### config.mk
export PLATFORM = sky130hd
export DESIGN_NAME = hazard_unit_flat
export DESIGN_NICKNAME = d
export VERILOG_FILES = /design/src/rtl/hazard_unit_if.sv /design/src/rtl/hazard_unit.sv /design/src/flat_wrapper.sv
export SDC_FILE = /design/constraint.sdc
export NUM_CORES = 1
export LEC_CHECK = 0
export BUFFER_PORTS_ARGS = -buffer_cell sky130_fd_sc_hd__buf_2
export CAP_MARGIN = 20
export CORE_AREA = 2 2 39 41
export CTS_CLUSTER_SIZE = 16
export DETAILED_ROUTE_END_ITERATION = 7
export DIE_AREA = 0 0 41 43
export PLACE_DENSITY = 0.69
export SLEW_MARGIN = 20
export SYNTH_ARGS = -nofsm -noshare
export SYNTH_HDL_FRONTEND = slang
export SYNTH_SLANG_ARGS = --single-unit
### constraint.sdc
create_clock -name clk -period 3.25 [get_ports clk]
set_clock_uncertainty 0.2 [all_clocks]
set_input_delay 0.65 -clock clk [delete_from_list [all_inputs] [get_ports clk]]
set_output_delay 0.65 -clock clk [all_outputs]
set_load 0.02 [all_outputs]
### src/rtl/hazard_unit_if.sv
// hazard_unit_if -- stage-register bundle between the pipeline datapath and
// the hazard unit.
//   master : datapath side, drives the ID/EX/MEM register numbers and
//            enables, receives the stall/flush controls.
//   slave  : hazard unit side.
// Signals:
//   ID_rs/ID_rt, ID_use_rs/ID_use_rt, ID_branch, ID_taken  (ID stage)
//   EX_RW, EX_regwe, EX_memread                             (EX stage)
//   MEM_RW, MEM_memread                                     (MEM stage)
//   PC_stall, IFID_stall, IFID_flush, IDEX_flush            (controls)
interface hazard_unit_if;
    logic [4:0] ID_rs;
    logic [4:0] ID_rt;
    logic       ID_use_rs;
    logic       ID_use_rt;
    logic       ID_branch;
    logic       ID_taken;
    logic [4:0] EX_RW;
    logic       EX_regwe;
    logic       EX_memread;
    logic [4:0] MEM_RW;
    logic       MEM_memread;
    logic       PC_stall;
    logic       IFID_stall;
    logic       IFID_flush;
    logic       IDEX_flush;

    modport master (
        output ID_rs, ID_rt, ID_use_rs, ID_use_rt, ID_branch, ID_taken,
        output EX_RW, EX_regwe, EX_memread, MEM_RW, MEM_memread,
        input  PC_stall, IFID_stall, IFID_flush, IDEX_flush
    );

    modport slave (
        input  ID_rs, ID_rt, ID_use_rs, ID_use_rt, ID_branch, ID_taken,
        input  EX_RW, EX_regwe, EX_memread, MEM_RW, MEM_memread,
        output PC_stall, IFID_stall, IFID_flush, IDEX_flush
    );
endinterface

### src/rtl/hazard_unit.sv
// hazard_unit -- load-use / ID-branch operand hazard detection and the
// PC hold, IF/ID hold/flush and ID/EX bubble controls.
// Ports:
//   clk        pipeline clock, rising edge
//   rst_n      synchronous reset, active-low (forces all outputs to 0)
//   bus        hazard_unit_if.slave (stage register numbers in, controls out)
//   stall_cnt  stall cycle count         (HAZARD_STAT_EN only)
//   flush_cnt  IF/ID flush cycle count   (HAZARD_STAT_EN only)
// Configuration macro: HAZARD_STAT_EN enables the two statistics counters,
// STAT_W bits wide, wrapping. Without it STAT_W is unused.
module hazard_unit #(
    parameter int STAT_W = 32
) (
    input  logic              clk,
    input  logic              rst_n,
    hazard_unit_if.slave      bus
`ifdef HAZARD_STAT_EN
    ,
    output logic [STAT_W-1:0] stall_cnt,
    output logic [STAT_W-1:0] flush_cnt
`endif
);

    typedef enum logic {RUN = 1'b0, HOLD = 1'b1} state_t;

    state_t     r_state;
    logic       r_remain;

    logic       w_rs_ex, w_rt_ex, w_rs_mem, w_rt_mem;
    logic       w_ex_match, w_mem_match;
    logic [1:0] w_depth;
    logic       w_stall;
    logic       w_flush;
    logic       w_remain_dec;

    // A source matches only when it is actually read and is not $0.
    assign w_rs_ex  = bus.ID_use_rs && (bus.ID_rs != 5'd0) && (bus.ID_rs == bus.EX_RW);
    assign w_rt_ex  = bus.ID_use_rt && (bus.ID_rt != 5'd0) && (bus.ID_rt == bus.EX_RW);
    assign w_rs_mem = bus.ID_use_rs && (bus.ID_rs != 5'd0) && (bus.ID_rs == bus.MEM_RW);
    assign w_rt_mem = bus.ID_use_rt && (bus.ID_rt != 5'd0) && (bus.ID_rt == bus.MEM_RW);
    // rs and rt naming the same register still yields a single match.
    assign w_ex_match  = w_rs_ex  || w_rt_ex;
    assign w_mem_match = w_rs_mem || w_rt_mem;

    // Required stall depth; the load case is tested first so it wins.
    always_comb begin
        w_depth = 2'd0;
        if (bus.EX_memread && w_ex_match)
            w_depth = bus.ID_branch ? 2'd2 : 2'd1;
        else if (bus.EX_regwe && w_ex_match && bus.ID_branch)
            w_depth = 2'd1;
        else if (bus.MEM_memread && w_mem_match && bus.ID_branch)
            w_depth = 2'd1;
    end

    // HOLD stalls without looking at the inputs again.
    assign w_stall = rst_n && (((r_state == RUN) && (w_depth != 2'd0)) || (r_state == HOLD));
    // A taken branch seen during a stall has stale operands; drop it.
    assign w_flush = rst_n && bus.ID_taken && !w_stall;

    assign bus.PC_stall   = w_stall;
    assign bus.IFID_stall = w_stall;
    assign bus.IDEX_flush = w_stall;
    assign bus.IFID_flush = w_flush;

    // Down-count that never wraps below zero.
    assign w_remain_dec = (r_remain == 1'b0) ? 1'b0 : (r_remain - 1'b1);

    always_ff @(posedge clk) begin
        if (!rst_n) begin
            r_state  <= RUN;
            r_remain <= 1'b0;
        end else begin
            case (r_state)
                RUN: begin
                    if (w_depth == 2'd2) begin
                        r_remain <= 1'b1;
                        r_state  <= HOLD;
                    end
                end
                HOLD: begin
                    r_remain <= w_remain_dec;
                    if (w_remain_dec == 1'b0)
                        r_state <= RUN;
                end
                default: r_state <= RUN;
            endcase
        end
    end

`ifdef HAZARD_STAT_EN
    logic [STAT_W-1:0] r_stall_cnt;
    logic [STAT_W-1:0] r_flush_cnt;

    always_ff @(posedge clk) begin
        if (!rst_n) begin
            r_stall_cnt <= '0;
            r_flush_cnt <= '0;
        end else begin
            if (w_stall) r_stall_cnt <= r_stall_cnt + 1'b1;
            if (w_flush) r_flush_cnt <= r_flush_cnt + 1'b1;
        end
    end

    assign stall_cnt = r_stall_cnt;
    assign flush_cnt = r_flush_cnt;
`endif

endmodule

### src/flat_wrapper.sv
// flat-port wrapper written by rule: the top's interface ports become plain ports
module hazard_unit_flat 
#(
    parameter int STAT_W = 32
)
  (clk, rst_n, bus_ID_rs, bus_ID_rt, bus_ID_use_rs, bus_ID_use_rt, bus_ID_branch, bus_ID_taken, bus_EX_RW, bus_EX_regwe, bus_EX_memread, bus_MEM_RW, bus_MEM_memread, bus_PC_stall, bus_IFID_stall, bus_IFID_flush, bus_IDEX_flush);
  hazard_unit_if bus_i ();
  input  logic clk;
  input  logic rst_n;
  input wire logic [$bits(bus_i.ID_rs)-1:0] bus_ID_rs;
  input wire logic [$bits(bus_i.ID_rt)-1:0] bus_ID_rt;
  input wire logic [$bits(bus_i.ID_use_rs)-1:0] bus_ID_use_rs;
  input wire logic [$bits(bus_i.ID_use_rt)-1:0] bus_ID_use_rt;
  input wire logic [$bits(bus_i.ID_branch)-1:0] bus_ID_branch;
  input wire logic [$bits(bus_i.ID_taken)-1:0] bus_ID_taken;
  input wire logic [$bits(bus_i.EX_RW)-1:0] bus_EX_RW;
  input wire logic [$bits(bus_i.EX_regwe)-1:0] bus_EX_regwe;
  input wire logic [$bits(bus_i.EX_memread)-1:0] bus_EX_memread;
  input wire logic [$bits(bus_i.MEM_RW)-1:0] bus_MEM_RW;
  input wire logic [$bits(bus_i.MEM_memread)-1:0] bus_MEM_memread;
  output wire logic [$bits(bus_i.PC_stall)-1:0] bus_PC_stall;
  output wire logic [$bits(bus_i.IFID_stall)-1:0] bus_IFID_stall;
  output wire logic [$bits(bus_i.IFID_flush)-1:0] bus_IFID_flush;
  output wire logic [$bits(bus_i.IDEX_flush)-1:0] bus_IDEX_flush;
  assign bus_i.ID_rs = bus_ID_rs;
  assign bus_i.ID_rt = bus_ID_rt;
  assign bus_i.ID_use_rs = bus_ID_use_rs;
  assign bus_i.ID_use_rt = bus_ID_use_rt;
  assign bus_i.ID_branch = bus_ID_branch;
  assign bus_i.ID_taken = bus_ID_taken;
  assign bus_i.EX_RW = bus_EX_RW;
  assign bus_i.EX_regwe = bus_EX_regwe;
  assign bus_i.EX_memread = bus_EX_memread;
  assign bus_i.MEM_RW = bus_MEM_RW;
  assign bus_i.MEM_memread = bus_MEM_memread;
  assign bus_PC_stall = bus_i.PC_stall;
  assign bus_IFID_stall = bus_i.IFID_stall;
  assign bus_IFID_flush = bus_i.IFID_flush;
  assign bus_IDEX_flush = bus_i.IDEX_flush;
  hazard_unit #(.STAT_W(STAT_W)) u_core (.clk(clk), .rst_n(rst_n), .bus(bus_i));
endmodule
**Yosys cells after proc, flatten, opt, wreduce, memory -nomap -nowiden**

Cells that the tools add are included.
Widths: inputs -> output; s select.

- Reductions and logical operators: 22
- Add/sub/neg operators: 1
- Equality and inequality tests: 6
- Mux-type cells: 10
- Bitwise logic cells: 1

Operators with widths:

| kind | number |
|---|---|
| $eq 5x5->1 | 4 |
| $logic_and 1x1->1 | 15 |
| $reduce_bool 5->1 | 2 |
| $mux 2 | 3 |
| $mux 1 | 5 |
| $pmux 1 s2 | 2 |
| $logic_or 1x1->1 | 3 |
| $eq 2x2->1 const B | 1 |
| $ne 2x2->1 const B | 1 |
| $reduce_bool 2->1 | 1 |
| $logic_not 1->1 | 1 |
| $not 1->1 | 1 |
| $sub 1x1->1 const B | 1 |

- Output and inout bits: 4
- Bits of input ports: 29
- Register bits: 2

**Depth between registers and ports, before layout**

- Depth after elaboration: 15
- Gate-level depth with buffers: 6
- Gate-level depth less buffers: 5

**Worst setup path after synthesis**

OpenSTA, ideal clock, no wires.

- Kind: input -> output
- From: in bus_ID_rs[2]
- To: out bus_IFID_stall
- Stages: 6
- Slack: 0.343 ns
- Required time: 2.400 ns
- Buffers on the path: 1
- Arrival time: 2.057 ns
- Path through: or4_1 o21ai_1 nand4b_2 a21oi_2 o31a_1 buf_4

- Word-level cells in the longest chain between the ends: 13

RTL lines:

| element | RTL line | source |
|---|---|---|
| start: declaration | flat_wrapper.sv:10 | `input wire logic [$bits(bus_i.ID_rs)-1:0] bus_ID_rs;` |
| $reduce_bool 5->1 | hazard_unit.sv:37, hazard_unit.sv:39 |  |
| $logic_and 1x1->1 | hazard_unit.sv:37, hazard_unit.sv:39 |  |
| $logic_and 1x1->1 | hazard_unit.sv:39 | `assign w_rs_mem = bus.ID_use_rs && (bus.ID_rs != 5'd0) && (bus.ID_rs == bus.MEM_RW);` |
| $logic_or 1x1->1 | hazard_unit.sv:43 | `assign w_mem_match = w_rs_mem \|\| w_rt_mem;` |
| $logic_and 1x1->1 (2 in a row) | hazard_unit.sv:52 | `else if (bus.MEM_memread && w_mem_match && bus.ID_branch)` |
| $mux 1 | hazard_unit.sv:52 |  |
| $mux 2 | hazard_unit.sv:50 | `else if (bus.EX_regwe && w_ex_match && bus.ID_branch)` |
| $mux 2 (*) | hazard_unit.sv:48 | `if (bus.EX_memread && w_ex_match)` |
| $reduce_bool 2->1 (*) | hazard_unit.sv:57 | `assign w_stall = rst_n && (((r_state == RUN) && (w_depth != 2'd0)) \|\| (r_state == HOLD));` |
| $logic_and 1x1->1 (*) | hazard_unit.sv:57 |  |
| $logic_or 1x1->1 (*) | hazard_unit.sv:57 |  |
| $logic_and 1x1->1 (*) | hazard_unit.sv:57 |  |
| end: declaration | flat_wrapper.sv:22 | `output wire logic [$bits(bus_i.IFID_stall)-1:0] bus_IFID_stall;` |

Mark *: on every way between the ends. The rest lies on a longest branch, timed or not.

**Worst setup path after layout**

- From: in bus_ID_rt[1]
- To: out bus_PC_stall

- Word-level cells in the longest chain between the ends: 13

RTL lines:

| element | RTL line | source |
|---|---|---|
| start: declaration | flat_wrapper.sv:11 | `input wire logic [$bits(bus_i.ID_rt)-1:0] bus_ID_rt;` |
| $reduce_bool 5->1 | hazard_unit.sv:38, hazard_unit.sv:40 |  |
| $logic_and 1x1->1 | hazard_unit.sv:38, hazard_unit.sv:40 |  |
| $logic_and 1x1->1 | hazard_unit.sv:40 | `assign w_rt_mem = bus.ID_use_rt && (bus.ID_rt != 5'd0) && (bus.ID_rt == bus.MEM_RW);` |
| $logic_or 1x1->1 | hazard_unit.sv:43 |  |
| $logic_and 1x1->1 (2 in a row) | hazard_unit.sv:52 |  |
| $mux 1 | hazard_unit.sv:52 |  |
| $mux 2 | hazard_unit.sv:50 |  |
| $mux 2 (*) | hazard_unit.sv:48 |  |
| $reduce_bool 2->1 (*) | hazard_unit.sv:57 |  |
| $logic_and 1x1->1 (*) | hazard_unit.sv:57 |  |
| $logic_or 1x1->1 (*) | hazard_unit.sv:57 |  |
| $logic_and 1x1->1 (*) | hazard_unit.sv:57 |  |
| end: declaration | flat_wrapper.sv:21 | `output wire logic [$bits(bus_i.PC_stall)-1:0] bus_PC_stall;` |

Marked as above.

==> implementation parameters <==
Parameter                              Value

Floorplanning
  Starting density of the core    a little over a quarter
  Row count    14
  Standard cell core area    roughly 1400 um2
  Total die area    1760 um2
  IO Count    33
  Die Wd    roughly 41 um
  Die Ht    between 40 and 50 um

Min path
  Worst hold path endpoint    u_core.r_state
  Worst min-delay path startpoint    u_core.r_state
  Class of the tightest hold or removal check    register to register
  Cell count of the worst hold path    2

Worst setup path
  Cell Chain, Critical Path    buf_2 > or4_4 > o21ai_2 > nand4b_2 > a21oi_2 > o31a_1 > buf_2
  Cell depth of the worst flop-to-flop path    2
  Largest stage delay, worst path    around 0.53 ns
  Worst-path maximum fanout    3
  Critical path launch point type    primary input
  Cell with the largest stage delay on the worst path    sky130_fd_sc_hd__or4_4
  Critical path class    primary input to primary output
  Required time at the worst-slack endpoint    2.40 ns
  Worst path arrival time    2.12 ns
  Kind of end point of the critical path    primary output
  Register-to-register path setup slack    2.39 ns
  Cell mode on critical path    sky130_fd_sc_hd__buf_2
  R2r endpoint    u_core.r_state
  Launching point of the worst reg2reg path    u_core.r_state

Placement
  Post-DP Area    about 530 um2
  Estimated wirelength of the detail-placed design    roughly 950 um
  Worst slack, placed    0.269 ns
  GP Congestion    0.765
  Count of input and output buffers    32

Timing
  Count of pins over their slew limit    0
  Worst-margin pin slew    0.427 ns
  Hold Fails Final Rpt    0
  Final Worst Setup Slack    between 0.2 and 0.3 ns
  Slew Limit Headroom    71.1%
  Setup repair after global routing missed its margin    false
  Final cycle utilization of the critical path    a little over 90%
  Post-layout min period    between 2 and 3 ns
  Number of endpoints failing setup at the final stage    0
  F_max    337 MHz
  Setup TNS    0 ns

Detailed routing
  First-pass DRT Iterations    1
  Total DRC errors in the routed layout    0
  Drt via density    4.72
  Wire length per cell    around 11 um
  Post-detailed-route count of antenna-violating nets    0
  Detailed router's first-iteration violation count    0
  Vias post-DR    420
  WL final    989 um

Outcome
  Run status    finished, final reports clean

Layout
  Top Registers    u_core.r_state (1)
  Fraction of layout instances using a drive strength above 1    slightly above 50%
  Register name with the most flops    u_core.r_state
  Most common cell after layout, fill and taps aside    sky130_fd_sc_hd__buf_2
  Count of inserted antenna diode cells    0
  Number of flip-flops under the largest register name    1
  Final Instance Area    529 um2
  Final #Nets    between 100 and 150
  Post-synthesis to final-layout area growth    45.4%
  Most frequent cells in the layout    sky130_fd_sc_hd__buf_2 (32), sky130_fd_sc_hd__xnor2_1 (12), sky130_fd_sc_hd__xor2_1 (8), sky130_fd_sc_hd__nor3_1 (3)
  Number of inserted filler cells in the final layout    ~150

Yosys
  Cell type with the largest total area after synthesis    sky130_fd_sc_hd__xnor2_1
  Synthesized netlist net count    72
  Yosys Warn Count    0
  Syn Area/Cell    roughly 8.5 um2
  Distinct cell type count after synthesis    18
  Flip-flop and latch count after synthesis    1
  Share of synthesized area occupied by flip-flops and latches    around 5.5%
  Cell count after synthesis    43
  Top area cells in the synthesized netlist    sky130_fd_sc_hd__xnor2_1 (29%), sky130_fd_sc_hd__xor2_1 (19%), sky130_fd_sc_hd__nand4b_2 (8.2%)
  Post-synthesis cell area    364 um2
  Synth top area share    roughly 29%

Clocking
  CTS Hold Buffers Added    0
  Clock slew at the register clock pins of the worst setup and hold paths    0 ns
  Setup repair bufs after CTS    0
  Worst-skew pair later-pin latency    0 ns
  # resized after CTS    0

Power and ir drop
  Static leakage power    0.249 nW
  Power per Cell Area    about 140 nW/um2
  Maximum VDD drop    around 0.048 mV

Run
  Max-cap violation count    0

Global route
  Largest net degree at the start of global routing    4
  Overall routing resource usage    12.2%
  First-pass GRT wire length    1590 um
  Residual overflow from global routing    0
  Vias in the first global route    410
  Number of antenna violations at the first check in global routing    0
==> how the worst max path moves through the flow <==
stage                 start              to  cells past startpoint
6_report       bus_ID_rt[1]    bus_PC_stall                      7
5_1_grt        bus_ID_rs[2]  bus_IDEX_flush                      7
4_1_cts        bus_ID_rt[1]    bus_PC_stall                      7
3_5_place_dp   bus_ID_rs[2]    bus_PC_stall                      7
3_3_place_gp   bus_ID_rt[1]    bus_PC_stall                      7
2_1_floorplan  bus_ID_rs[2]  bus_IFID_stall                      6
==> cells by family after synthesis <==
family	count (synthesis)	share of synthesized area (%)
xor+xnor	20	48.1
compound gates	7	13.7
buf+inv	2	4.12
flops	1	5.50
simple gates	13	28.5
==> where the power goes <==
group,internal (mW),total [mW],switching (mW)
Sequential,0.0126,0.0126,0.0000428
Clock,0,0,0
Combinational,0.0313,0.0609,0.0296
==> final cells by class <==
cell class / count / area [um2] / share of cell area, %
flip-flops and latches: 1 / 20.0 / 3.78
well taps: 16 / 20.0 / 3.78
repair buffers: 32 / 160 / 30.3
multi-input cells: 40 / 329 / 62.2
==> worst max-delay path: cells and delay by family <==
kind / cells / cell delay [ns]
AND/OR/NAND/NOR: 2 / 0.69
AO/OA/AOI/OAI: 3 / 0.49
buffers and inverters: 2 / 0.29
==> Yosys cell counts <==
cell type,instances
sky130_fd_sc_hd__nand4b_2,2
sky130_fd_sc_hd__xnor2_1,12
sky130_fd_sc_hd__o21ai_1,1
sky130_fd_sc_hd__nor3_1,3
sky130_fd_sc_hd__a21oi_1,2
sky130_fd_sc_hd__nand4b_1,1
sky130_fd_sc_hd__nand2_1,1
sky130_fd_sc_hd__or4_1,2
sky130_fd_sc_hd__a21oi_2,1
sky130_fd_sc_hd__o41ai_1,1
sky130_fd_sc_hd__o21ai_2,1
sky130_fd_sc_hd__o31a_1,1
sky130_fd_sc_hd__nand4_1,2
sky130_fd_sc_hd__dfxtp_1,1
sky130_fd_sc_hd__xor2_1,8
sky130_fd_sc_hd__or4_4,1
sky130_fd_sc_hd__buf_4,2
sky130_fd_sc_hd__nand3b_1,1
==> per-layer routing <==
layer / track usage, % / up-vias / part of all wire [%]
met5: 0 / - / 0
met3: 0 / 0 / 10
met2: 23.1 / 23 / 49
met1: 15.2 / 179 / 41
met4: 0 / 0 / 0
li1: - / 218 / -
==> through the flow <==
step	total power [mW]	hold slack [ns]	instances	util (%)
after floorplan	0.0432	0.292	43	-
after global placement	0.0733	0.341	89	38.2
after detailed placement	0.0741	0.341	89	38.2
after CTS	0.0742	0.342	89	38.2
after global routing	0.0802	0.382	89	38.2
final	0.0735	0.337	89	38.2
No activity file was read; power rests on OpenSTA's default activity.
